**src/rtl/pu_pkg.sv**
```systemverilog
// Shared definitions for the processing-unit chain.
// Contents: opcode values claimed by the add/compare PU, compare selector
// codes, the decoded ALU operation type, and a helper that gives the number
// of sign bits to prepend when widening an immediate to register width.
package pu_pkg;

  localparam int OPC_SUB  = 1;
  localparam int OPC_ADD  = 2;
  localparam int OPC_ICMP = 3;
  localparam int OPC_ADDC = 4;

  localparam logic [3:0] CMP_NEQ = 4'd1;
  localparam logic [3:0] CMP_GTU = 4'd2;
  localparam logic [3:0] CMP_GTS = 4'd3;
  localparam logic [3:0] CMP_GEU = 4'd4;
  localparam logic [3:0] CMP_GES = 4'd5;
  localparam logic [3:0] CMP_LTU = 4'd6;
  localparam logic [3:0] CMP_LTS = 4'd7;
  localparam logic [3:0] CMP_LEU = 4'd8;
  localparam logic [3:0] CMP_LES = 4'd9;
  localparam logic [3:0] CMP_EQ  = 4'd10;

  typedef enum logic [1:0] {
    ALU_SUB  = 2'd0,
    ALU_ADD  = 2'd1,
    ALU_ICMP = 2'd2,
    ALU_ADDC = 2'd3
  } alu_op_e;

  // Number of copied sign bits needed to widen an imm_w field to reg_w.
  function automatic int exts_pad_w(input int reg_w, input int imm_w);
    return (reg_w > imm_w) ? (reg_w - imm_w) : 0;
  endfunction

endpackage

```
**src/rtl/pu_addsub_core.sv**
```systemverilog
// Combinational add/subtract core.
// Ports: a_i, b_i operands; carry_i carry-in; sub_i selects A + ~B + carry_i;
// result_o sum, carry_o carry-out (1 = no borrow when subtracting),
// ov_o signed overflow of the addition actually performed, eq_o A == B,
// ltu_o / lts_o unsigned / signed A < B (valid in subtract mode with carry_i=1).
module pu_addsub_core #(
  parameter int W = 64
) (
  input  logic [W-1:0] a_i,
  input  logic [W-1:0] b_i,
  input  logic         carry_i,
  input  logic         sub_i,
  output logic [W-1:0] result_o,
  output logic         carry_o,
  output logic         ov_o,
  output logic         eq_o,
  output logic         ltu_o,
  output logic         lts_o
);

  logic [W-1:0] bop;
  logic [W:0]   sum;

  assign bop      = sub_i ? ~b_i : b_i;
  assign sum      = {1'b0, a_i} + {1'b0, bop} + {{W{1'b0}}, carry_i};
  assign result_o = sum[W-1:0];
  assign carry_o  = sum[W];
  // Overflow is judged against the addend really fed to the adder.
  assign ov_o     = (a_i[W-1] == bop[W-1]) & (a_i[W-1] ^ sum[W-1]);
  assign eq_o     = (a_i == b_i);
  assign ltu_o    = ~sum[W];
  assign lts_o    = sum[W-1] ^ ov_o;

endmodule

```
**src/rtl/pu_add_cmp_pipe.sv**
```systemverilog
// Two-stage (EX, WB) pipelined add/sub/add-with-carry/compare processing unit.
// Claims opcodes SUB/ADD/ICMP/ADDC on the unique-ack daisy chain, accepts on
// i_valid & o_unique_ack & o_ready, and writes back a register or the compare
// flag under i_wb_ready backpressure. Keeps architectural carry/overflow flags.
// Ports: i_clk/i_rst clock and async active-high reset; i_valid/o_ready issue
// handshake; i_opcode, i_rega/i_regb/i_regd, i_imm, i_use_imm, i_cmp_op
// instruction fields; i_unique_ack/o_unique_ack claim chain; o_sela/o_selb and
// i_ina/i_inb register-file read; o_write_reg/o_write_data/o_write_en register
// writeback; o_flag_cmp/o_write_flag compare-flag writeback; i_wb_ready
// writeback accept; o_carry/o_overflow flags; o_trap overflow trap pulse.
// Build option: PU_ADD_CMP_OV_TRAP_EN suppresses the write of overflowing
// ADD/ADDC/SUB results and pulses o_trap when such an op retires.
module pu_add_cmp_pipe
  import pu_pkg::*;
#(
  parameter int OPTION_REG_WIDTH    = 64,
  parameter int OPTION_OPCODE_WIDTH = 6,
  parameter int OPTION_IMM_WIDTH    = 16
) (
  input  logic                           i_clk,
  input  logic                           i_rst,
  input  logic                           i_valid,
  output logic                           o_ready,
  input  logic [OPTION_OPCODE_WIDTH-1:0] i_opcode,
  input  logic [4:0]                     i_rega,
  input  logic [4:0]                     i_regb,
  input  logic [4:0]                     i_regd,
  input  logic [OPTION_IMM_WIDTH-1:0]    i_imm,
  input  logic                           i_use_imm,
  input  logic [3:0]                     i_cmp_op,
  input  logic                           i_unique_ack,
  output logic                           o_unique_ack,
  output logic [4:0]                     o_sela,
  output logic [4:0]                     o_selb,
  input  logic [OPTION_REG_WIDTH-1:0]    i_ina,
  input  logic [OPTION_REG_WIDTH-1:0]    i_inb,
  output logic [4:0]                     o_write_reg,
  output logic [OPTION_REG_WIDTH-1:0]    o_write_data,
  output logic                           o_write_en,
  output logic                           o_flag_cmp,
  output logic                           o_write_flag,
  input  logic                           i_wb_ready,
  output logic                           o_carry,
  output logic                           o_overflow,
  output logic                           o_trap
);

  localparam int RW    = OPTION_REG_WIDTH;
  localparam int OW    = OPTION_OPCODE_WIDTH;
  localparam int PAD_W = exts_pad_w(OPTION_REG_WIDTH, OPTION_IMM_WIDTH);

  logic          match;
  alu_op_e       dec_op;
  logic [RW-1:0] imm_ext;
  logic          accept, ex_adv, wb_adv;

  logic          ex_valid_q;
  alu_op_e       ex_op_q;
  logic [4:0]    ex_regd_q;
  logic [3:0]    ex_cmp_q;
  logic [RW-1:0] ex_a_q, ex_b_q;

  logic          wb_valid_q, wb_is_cmp_q, wb_flag_q, wb_ov_q;
  logic [4:0]    wb_reg_q;
  logic [RW-1:0] wb_data_q;
  logic          carry_q, ov_q;

  logic          core_sub, core_cin, core_c, core_ov, core_eq, core_ltu, core_lts;
  logic [RW-1:0] core_r;
  logic          flag_d;

  always_comb begin
    match  = 1'b1;
    dec_op = ALU_ADD;
    case (i_opcode)
      OW'(OPC_SUB):  dec_op = ALU_SUB;
      OW'(OPC_ADD):  dec_op = ALU_ADD;
      OW'(OPC_ICMP): dec_op = ALU_ICMP;
      OW'(OPC_ADDC): dec_op = ALU_ADDC;
      default:       match  = 1'b0;
    endcase
  end

  generate
    if (PAD_W > 0) begin : g_exts
      assign imm_ext = {{PAD_W{i_imm[OPTION_IMM_WIDTH-1]}}, i_imm};
    end else begin : g_noext
      assign imm_ext = i_imm;
    end
  endgenerate

  assign wb_adv       = ~wb_valid_q | i_wb_ready;
  assign ex_adv       = ~ex_valid_q | wb_adv;
  assign o_ready      = ex_adv;
  assign o_unique_ack = i_valid & ~i_unique_ack & match;
  assign accept       = o_unique_ack & o_ready;
  assign o_sela       = i_rega;
  assign o_selb       = i_regb;

  always_ff @(posedge i_clk or posedge i_rst) begin
    if (i_rst) begin
      ex_valid_q <= 1'b0;
      ex_op_q    <= ALU_SUB;
      ex_regd_q  <= '0;
      ex_cmp_q   <= '0;
      ex_a_q     <= '0;
      ex_b_q     <= '0;
    end else if (ex_adv) begin
      ex_valid_q <= accept;
      if (accept) begin
        ex_op_q   <= dec_op;
        ex_regd_q <= i_regd;
        ex_cmp_q  <= i_cmp_op;
        ex_a_q    <= i_ina;
        ex_b_q    <= i_use_imm ? imm_ext : i_inb;
      end
    end
  end

  // ADDC reads carry_q directly: the older op has already moved to WB and
  // updated the flag by the time ADDC sits in EX.
  assign core_sub = (ex_op_q == ALU_SUB) | (ex_op_q == ALU_ICMP);
  assign core_cin = (ex_op_q == ALU_ADDC) ? carry_q : core_sub;

  pu_addsub_core #(.W(RW)) u_core (
    .a_i      (ex_a_q),
    .b_i      (ex_b_q),
    .carry_i  (core_cin),
    .sub_i    (core_sub),
    .result_o (core_r),
    .carry_o  (core_c),
    .ov_o     (core_ov),
    .eq_o     (core_eq),
    .ltu_o    (core_ltu),
    .lts_o    (core_lts)
  );

  always_comb begin
    flag_d = 1'b0;
    if (ex_op_q == ALU_ICMP) begin
      case (ex_cmp_q)
        CMP_NEQ: flag_d = ~core_eq;
        CMP_GTU: flag_d = ~(core_eq | core_ltu);
        CMP_GTS: flag_d = ~(core_eq | core_lts);
        CMP_GEU: flag_d = ~core_ltu;
        CMP_GES: flag_d = ~core_lts;
        CMP_LTU: flag_d = core_ltu;
        CMP_LTS: flag_d = core_lts;
        CMP_LEU: flag_d = core_ltu | core_eq;
        CMP_LES: flag_d = core_lts | core_eq;
        CMP_EQ:  flag_d = core_eq;
        default: flag_d = 1'b0;
      endcase
    end
  end

  always_ff @(posedge i_clk or posedge i_rst) begin
    if (i_rst) begin
      wb_valid_q  <= 1'b0;
      wb_is_cmp_q <= 1'b0;
      wb_flag_q   <= 1'b0;
      wb_ov_q     <= 1'b0;
      wb_reg_q    <= '0;
      wb_data_q   <= '0;
      carry_q     <= 1'b0;
      ov_q        <= 1'b0;
    end else if (wb_adv) begin
      wb_valid_q <= ex_valid_q;
      if (ex_valid_q) begin
        wb_is_cmp_q <= (ex_op_q == ALU_ICMP);
        wb_flag_q   <= flag_d;
        wb_ov_q     <= core_ov & (ex_op_q != ALU_ICMP);
        wb_reg_q    <= ex_regd_q;
        wb_data_q   <= core_r;
        if (ex_op_q != ALU_ICMP) begin
          carry_q <= core_c;
          ov_q    <= core_ov;
        end
      end
    end
  end

  assign o_write_reg  = wb_reg_q;
  assign o_write_data = wb_data_q;
  assign o_flag_cmp   = wb_flag_q;
  assign o_write_flag = wb_valid_q & wb_is_cmp_q;
  assign o_carry      = carry_q;
  assign o_overflow   = ov_q;

`ifdef PU_ADD_CMP_OV_TRAP_EN
  assign o_write_en = wb_valid_q & ~wb_is_cmp_q & ~wb_ov_q;
  assign o_trap     = wb_valid_q & i_wb_ready & wb_ov_q;
`else
  logic unused_wb_ov;
  assign unused_wb_ov = wb_ov_q;
  assign o_write_en   = wb_valid_q & ~wb_is_cmp_q;
  assign o_trap       = 1'b0;
`endif

endmodule

```
**config.mk**
```make
export PLATFORM = sky130hd
export DESIGN_NAME = pu_add_cmp_pipe
export DESIGN_NICKNAME = d
export VERILOG_FILES = /design/src/rtl/pu_pkg.sv /design/src/rtl/pu_addsub_core.sv /design/src/rtl/pu_add_cmp_pipe.sv
export SDC_FILE = /design/constraint.sdc
export NUM_CORES = 1
export LEC_CHECK = 0
export BUFFER_PORTS_ARGS = -buffer_cell sky130_fd_sc_hd__buf_4
export CORE_ASPECT_RATIO = 0.9
export CORE_MARGIN = 8
export CORE_UTILIZATION = 30
export DETAILED_ROUTE_END_ITERATION = 8
export GPL_TIMING_DRIVEN = 0
export MAX_ROUTING_LAYER = met4
export PLACE_DENSITY_LB_ADDON = 0.2
export SYNTH_ARGS = -nofsm -noshare
export SYNTH_HDL_FRONTEND = slang
export SYNTH_SLANG_ARGS = --single-unit
```
**constraint.sdc**
```tcl
create_clock -name i_clk -period 18.2 [get_ports i_clk]
set_input_delay 0 -clock i_clk [delete_from_list [all_inputs] [get_ports i_clk]]
set_output_delay 0 -clock i_clk [all_outputs]
set_load 0.05 [all_outputs]
```
==> results.toml, run 1 <==
[status]
status = "finished clean"

[final_layout]
postLayoutCoreUtil = 0.4185
fillCellCount = 4434
final_nets = 2168
area_growth_pct = 38.67
finalNonFillerCells = 2557
drive_gt1_frac = 0.2054

[floorplan]
core_um2 = 45090
die_w_um = 240.5
ios = 262
die_y_um = 218.1
start_util = 0.3018
dieArea_um2 = 52450
num_rows = 74

[logic_synthesis]
synth_area_um2 = 13610
yosys-top-cells-count = "nand2_1 (223), dfrtp_1 (214), o21ai_0 (155)"
netlist_top_cells_area = "dfrtp_1 (39%), xnor2_1 (6.6%), nand2_1 (6.2%)"
yosysWarnings = 0
syn_area_per_cell_um2 = 9.146
yosys.area.top_type = "dfrtp_1"
synth_top_cell_area_share = 0.3935
synth_seq_cells = 214
syn_nets = 1728
ys.flop_type = "dfrtp_1"
async_reset_ff_frac = 1.000
seq_area_frac_synth = 0.3935
synthCells = 1488
synth_edf_count = 0
synth_most_common_cell = "nand2_1"
ys_types = 71

[worst_setup_path]
crit_required_ns = 18.63
worstSetupStartpointType = "flop"
r2r-start = "ex_op_q[0]"
ff2ff_path_depth = 16
critical_path.top_delay_family = "compound AO/OA/AOI/OAI gates"
critical_path.endpoint_type = "flop"
cp_slowest_cell = "buf_1"
reg2reg_to = "o_flag_cmp"
cpPeakStageDelay_ns = 0.78
worst-path-buf-inv = 3
cp_max_fo = 10
crit_type = "flop to flop"
r2r_setup_slack_ns = 12.01
arrival_ns = 6.62
path_cells = "clkbuf_1 -> clkbuf_1 -> buf_1 -> xnor2_1 -> fa_1 -> fa_1 -> a211oi_1 -> o211ai_1 -> a22oi_1 -> a21oi_1 -> o211ai_1 -> o31ai_2 -> a31oi_1 -> o21a_1 -> o311ai_1 -> a221o_1"

[global_route]
track_usage = 0.2068
grt_max_degree = 85
overflow = 0
antenna_found_initial = 2
grt_use_met1 = 0.2852
grt_pass1_wl_mm = 81.12
gr-max-usage-layer = "met2"
grt_pass1_vias = 13300
grtUsageMet2 = 0.3231
globalRouteMet3Util = 0.02817

[placed_design]
portBuffers = 249
pre_cts_ws_ns = 12.01
dp_hpwl_mm = 41.74
gp_congestion = 0.9249
dp.cells = 2347

[route]
wl_mm = 53.80
remaining_drc_errors = 0
antenna_left = 0
viasPerCell = 5.032
vias = 12870
drt_first_iter_violations = 812
dr.pass1.iters = 5
wl_per_cell_um = 21.04

[clock_network]
cts.htree.levels = 1
clockRootBuffer = "clkbuf_16"
clock_sinks = 214
cts.clk_slew.worst_paths_ns = 0.06
clock_path_buffers = 3
clkLatencyLatePin_ns = 0.55
cts_tree = "yes"
cts_setup_buffers = 0
postCtsResizedCells = 0
cts_buffers = 26

[power_and_ir_drop]
p_leak_nw = 8.788
seqPwrFrac = 0.240
pwr-share-comb = 0.573
netSwitchingFraction = 0.4732
irDropWorstVdd_v = 0.00007423
cellInternalPower_mw = 1.623
powerDensity_nw_per_um2 = 163.2
power_switching_mw = 1.458
power.share.clock = 0.187
power_mw = 3.080

[hold_path]
min_path_type = "primary input to async pin"

[timing]
rsz0062_at_grt = "false"
finalSetupViolCount = 0
drv_slew = 0
tns_ns = 0
clock_skew_ns = 0.008907
worst_slew_pin_slew_ns = 1.325
hold_viol = 0
post-route-period-util = 0.3402
fmax_ghz = 0.1615
slew_headroom = 0.1086
finalWorstSetupSlack_ns = 12.01
finalCriticalPeriod_ns = 6.191

[job]
cap_violations = 0
[layout by cell type (no fill, tap or decap), types with 17 or more instances in the layout]
cell           count
buf_4            260
nand2_1          223
dfrtp_1          214
dlygate4sd3_1    161
o21ai_0          155
a21oi_1          136
xnor2_1          103
xor2_1            86
clkbuf_1          75
mux2_2            74
ha_1              63
nor2_1            39
a21o_1            29
clkbuf_16         27
nand3_1           26
nor4_1            22
inv_1             20
mux2i_1           17
[layout make-up]
class	instances	area [µm²]	share of cell area
clock inverters	8	142.6	0.007558
clock buffers	39	810.8	0.04296
multi-input cells	1157	7765	0.4115
inverters	21	86.33	0.004575
repair buffers	412	3536	0.1874
plain buffers	96	410.4	0.02175
flip-flops and latches	214	5355	0.2838
diodes	2	5.005	0.0002652
well taps	608	760.7	0.04031
[cells by family (layout without fill, tap and decap cells)]
kind of cell / count (synthesis) / count (layout) / share of synthesized area
AND/OR/NAND/NOR: 390 / 390 / 0.1305
other: 1 / 3 / 0.0002755
AO/OA/AOI/OAI: 421 / 421 / 0.1835
XOR/XNOR: 189 / 189 / 0.1216
flip-flops: 214 / 214 / 0.3935
buffers and inverters: 117 / 576 / 0.03595
multiplexers: 91 / 91 / 0.07373
adder cells (fa/ha/maj): 65 / 65 / 0.06086
[power groups by stage]
stage | logic (mW) | clock network (mW) | registers [mW]
3_5_place_dp | 1.73 | 0 | 0.747
4_1_cts | 1.77 | 0.592 | 0.740
6_report | 1.77 | 0.576 | 0.738
3_3_place_gp | 1.73 | 0 | 0.744
2_1_floorplan | 0.987 | 0 | 0.954
5_1_grt | 1.93 | 0.608 | 0.758
[metal layers]
metal / up-vias / wire (µm)
li1: 6133 / -
met1: 6307 / 25560
met2: 370 / 24270
met3: 56 / 2905
met4: 0 / 1077
met5: - / 0
[metrics by stage]
| stage | hold WS (ns) | area, µm² |
|---|---|---|
| 6_report | 0.03877 | 18870 |
| 5_1_grt | 0.07474 | 18870 |
| 4_1_cts | 0.04392 | 18870 |
| 3_5_place_dp | 0.07857 | 16300 |
| 3_3_place_gp | 0.2339 | 16240 |
| 2_1_floorplan | 0.1506 | 13610 |
[repair_timing]
action                                  CTS  global route
hold endpoints to repair                271             0
endpoints found under the setup margin    0             0
hold buffers                            161             0
[worst reg2reg max path: stages (launching register included)]
cell      delay, ns
dfrtp_1        0.32
clkbuf_1       0.22
clkbuf_1       0.64
buf_1          0.79
xnor2_1        0.19
fa_1           0.48
fa_1           0.47
a211oi_1       0.30
o211ai_1       0.13
a22oi_1        0.32
a21oi_1        0.25
o211ai_1       0.55
o31ai_2        0.24
a31oi_1        0.45
o21a_1         0.29
o311ai_1       0.14
a221o_1        0.31
[worst max path at each step]
stage	start	endpoint	slack [ns]	cells after the start
after floorplan	i_rst	ex_a_q[0]	12.35	1
after detailed placement	ex_op_q[0]	o_flag_cmp	12.01	16
after CTS	ex_op_q[0]	o_flag_cmp	12.00	16
after global routing	ex_op_q[0]	o_flag_cmp	11.63	16
final	ex_op_q[0]	o_flag_cmp	12.01	16
after global placement	i_rst	ex_cmp_q[0]	9.49	2
Note: power is estimated with default switching activity, not from simulation.
==> inputs of run 2 (changes only) <==
==> constraint.sdc (replaced) <==
create_clock -name i_clk -period 6.1 [get_ports i_clk]
set_input_delay 0 -clock i_clk [delete_from_list [all_inputs] [get_ports i_clk]]
set_output_delay 0 -clock i_clk [all_outputs]
set_load 0.05 [all_outputs]
==> run 2 against run 1 <==
Against the previous run:
- largest power group unchanged
- utilization barely moved
- highest routed layer unchanged
- first-iteration DRC count rose by 1.6%
- via count fell by 0.40%
- largest cell class unchanged
- global-route usage barely moved
- clock skew barely moved
- critical path type unchanged
- count of clock-buffer cells in the layout did not move
- critical endpoint unchanged
==> results.toml, run 2 (synthesis gave the netlist of run 1 again) <==
[worst_setup_path]
critical_path.endpoint_type = "flop"
arrival_ns = 6.10
critical_path.top_delay_family = "compound AO/OA/AOI/OAI gates"
worst-path-buf-inv = 3
crit_required_ns = 6.53
cp_num_cells = 16
crit_type = "flop to flop"
ff2ff_path_depth = 16
worstSetupStartpointType = "flop"
cp_slowest_cell = "clkdlybuf4s15_2"
cpPeakStageDelay_ns = 0.55
path_cells = "clkbuf_1 -> clkbuf_2 -> clkdlybuf4s15_2 -> xnor2_1 -> fa_1 -> fa_1 -> a211oi_1 -> o211ai_1 -> a22oi_1 -> a21oi_1 -> o211ai_1 -> o31ai_2 -> a31oi_1 -> o21a_1 -> o311ai_1 -> a221o_1"
cp_max_fo = 10

[timing]
finalCriticalPeriod_ns = 5.671
post-route-period-util = 0.9297
clock_skew_ns = 0.008411
hold_viol = 0
slew_headroom = 0.1143
worst_slew_pin_slew_ns = 1.316
rsz0062_at_grt = "false"
drv_slew = 0
fmax_ghz = 0.1763
finalSetupViolCount = 0
hold_ws_ns = 0.03708

[final_layout]
multi_input_area_um2 = 7765
finalNonFillerCells = 2557
final_nets = 2168
layout_commonest_cell = "buf_4"
postLayoutCoreUtil = 0.4189
fillCellCount = 4434
drive_gt1_frac = 0.2070
regArea_um2 = 5355
area_growth_pct = 38.79
final_area_um2 = 18890
layout_common_cells = "buf_4 (260), nand2_1 (223), dfrtp_1 (214)"

[clock_network]
clock_sinks = 214
cts.clk_slew.worst_paths_ns = 0.06
clkLatencyLatePin_ns = 0.55
clockRootBuffer = "clkbuf_16"
cts.htree.levels = 1
clock_path_buffers = 3
cts_tree = "yes"
cts_buffers = 26
cts_setup_buffers = 0

[route]
dr.pass1.iters = 7
wl_mm = 53.81
vias = 12810
remaining_drc_errors = 0
drt_first_iter_violations = 825
antenna_left = 0
viasPerCell = 5.011
wl_per_cell_um = 21.04

[power_and_ir_drop]
power_mw = 9.197
netSwitchingFraction = 0.4732
seqPwrFrac = 0.240
cellInternalPower_mw = 4.845
p_leak_nw = 8.797
irDropWorstVdd_v = 0.0002215
power_switching_mw = 4.352
pwr-share-comb = 0.573
power.share.clock = 0.187
powerDensity_nw_per_um2 = 486.9

[floorplan]
num_rows = 74
dieArea_um2 = 52450
die_y_um = 218.1
core_um2 = 45090
ios = 262
die_w_um = 240.5
start_util = 0.3018

[global_route]
grt_max_degree = 85
grt_pass1_wl_mm = 81.10
grt_pass1_vias = 13300
overflow = 0
antenna_found_initial = 2
track_usage = 0.2068

[placed_design]
dp_hpwl_mm = 41.74
gp_congestion = 0.9249
portBuffers = 249
placed_cell_area_um2 = 16300
dp.cells = 2347

[hold_path]
min_path_type = "primary input to async pin"

[status]
status = "finished clean"

[job]
cap_violations = 0
[run 2: cell types whose count changed in the layout (fill, tap and decap cells not counted)]
cell,delta
clkbuf_2,+1
clkdlybuf4s15_2,+2
clkbuf_1,-1
buf_1,-2
[run 2: worst min-delay path: stages]
cell and delay [ns]:
dlygate4sd3_1 0.53, buf_4 0.15, inv_8 0.31
[run 2: final timing paths]
kind	slack [ns]	end	from
min in group i_clk	0.23	ex_a_q[24]	i_ina[24]
worst min register to register	0.46	o_write_reg[4]	ex_regd_q[4]
worst max-delay path	0.43	o_flag_cmp	ex_op_q[0]
worst max register to register	0.43	o_flag_cmp	ex_op_q[0]
max in group asynchronous	4.87	ex_cmp_q[0]	i_rst
worst min-delay path	0.04	ex_a_q[32]	i_rst
[run 2: final cells by class]
cell class | instances | share of cell area
Antenna cell | 2 | 0.0002650
Buffer | 96 | 0.02259
Clock buffer | 39 | 0.04293
Clock inverter | 8 | 0.007552
Inverter | 21 | 0.004571
Multi-Input combinational cell | 1157 | 0.4111
Sequential cell | 214 | 0.2835
Tap cell | 608 | 0.04028
Timing Repair Buffer | 412 | 0.1872
[run 2: metal layers]
metal | share of wire | global-route usage | vias up
met4 | 0.020 | 0.04002 | 0
met3 | 0.048 | 0.02817 | 54
met5 | 0 | - | -
li1 | - | - | 6124
met2 | 0.45 | 0.3230 | 360
met1 | 0.48 | 0.2852 | 6276
[run 2: stage by stage]
step / setup slack, ns / TNS (ns)
2_1_floorplan: 0.2491 / 0
6_report: 0.4286 / 0
3_5_place_dp: -0.08958 / -0.08958
3_3_place_gp: -2.606 / -550.64
4_1_cts: 0.1424 / 0
5_1_grt: 0.1204 / 0
[run 2: repair_timing]
| action | in CTS | in global routing |
|---|---|---|
| hold buffers | 161 | 0 |
| hold endpoints to repair | 271 | 0 |
| setup endpoints to repair | 1 | 2 |
| resized for setup | 4 | 2 |
[run 2: power by group through the flow]
| stage | sequential [mW] | clock [mW] | combinational, mW |
|---|---|---|---|
| floorplan | 2.85 | 0 | 2.95 |
| global placement | 2.22 | 0 | 5.18 |
| detailed placement | 2.23 | 0 | 5.17 |
| CTS | 2.21 | 1.77 | 5.29 |
| global route | 2.26 | 1.81 | 5.75 |
| finish | 2.20 | 1.72 | 5.27 |
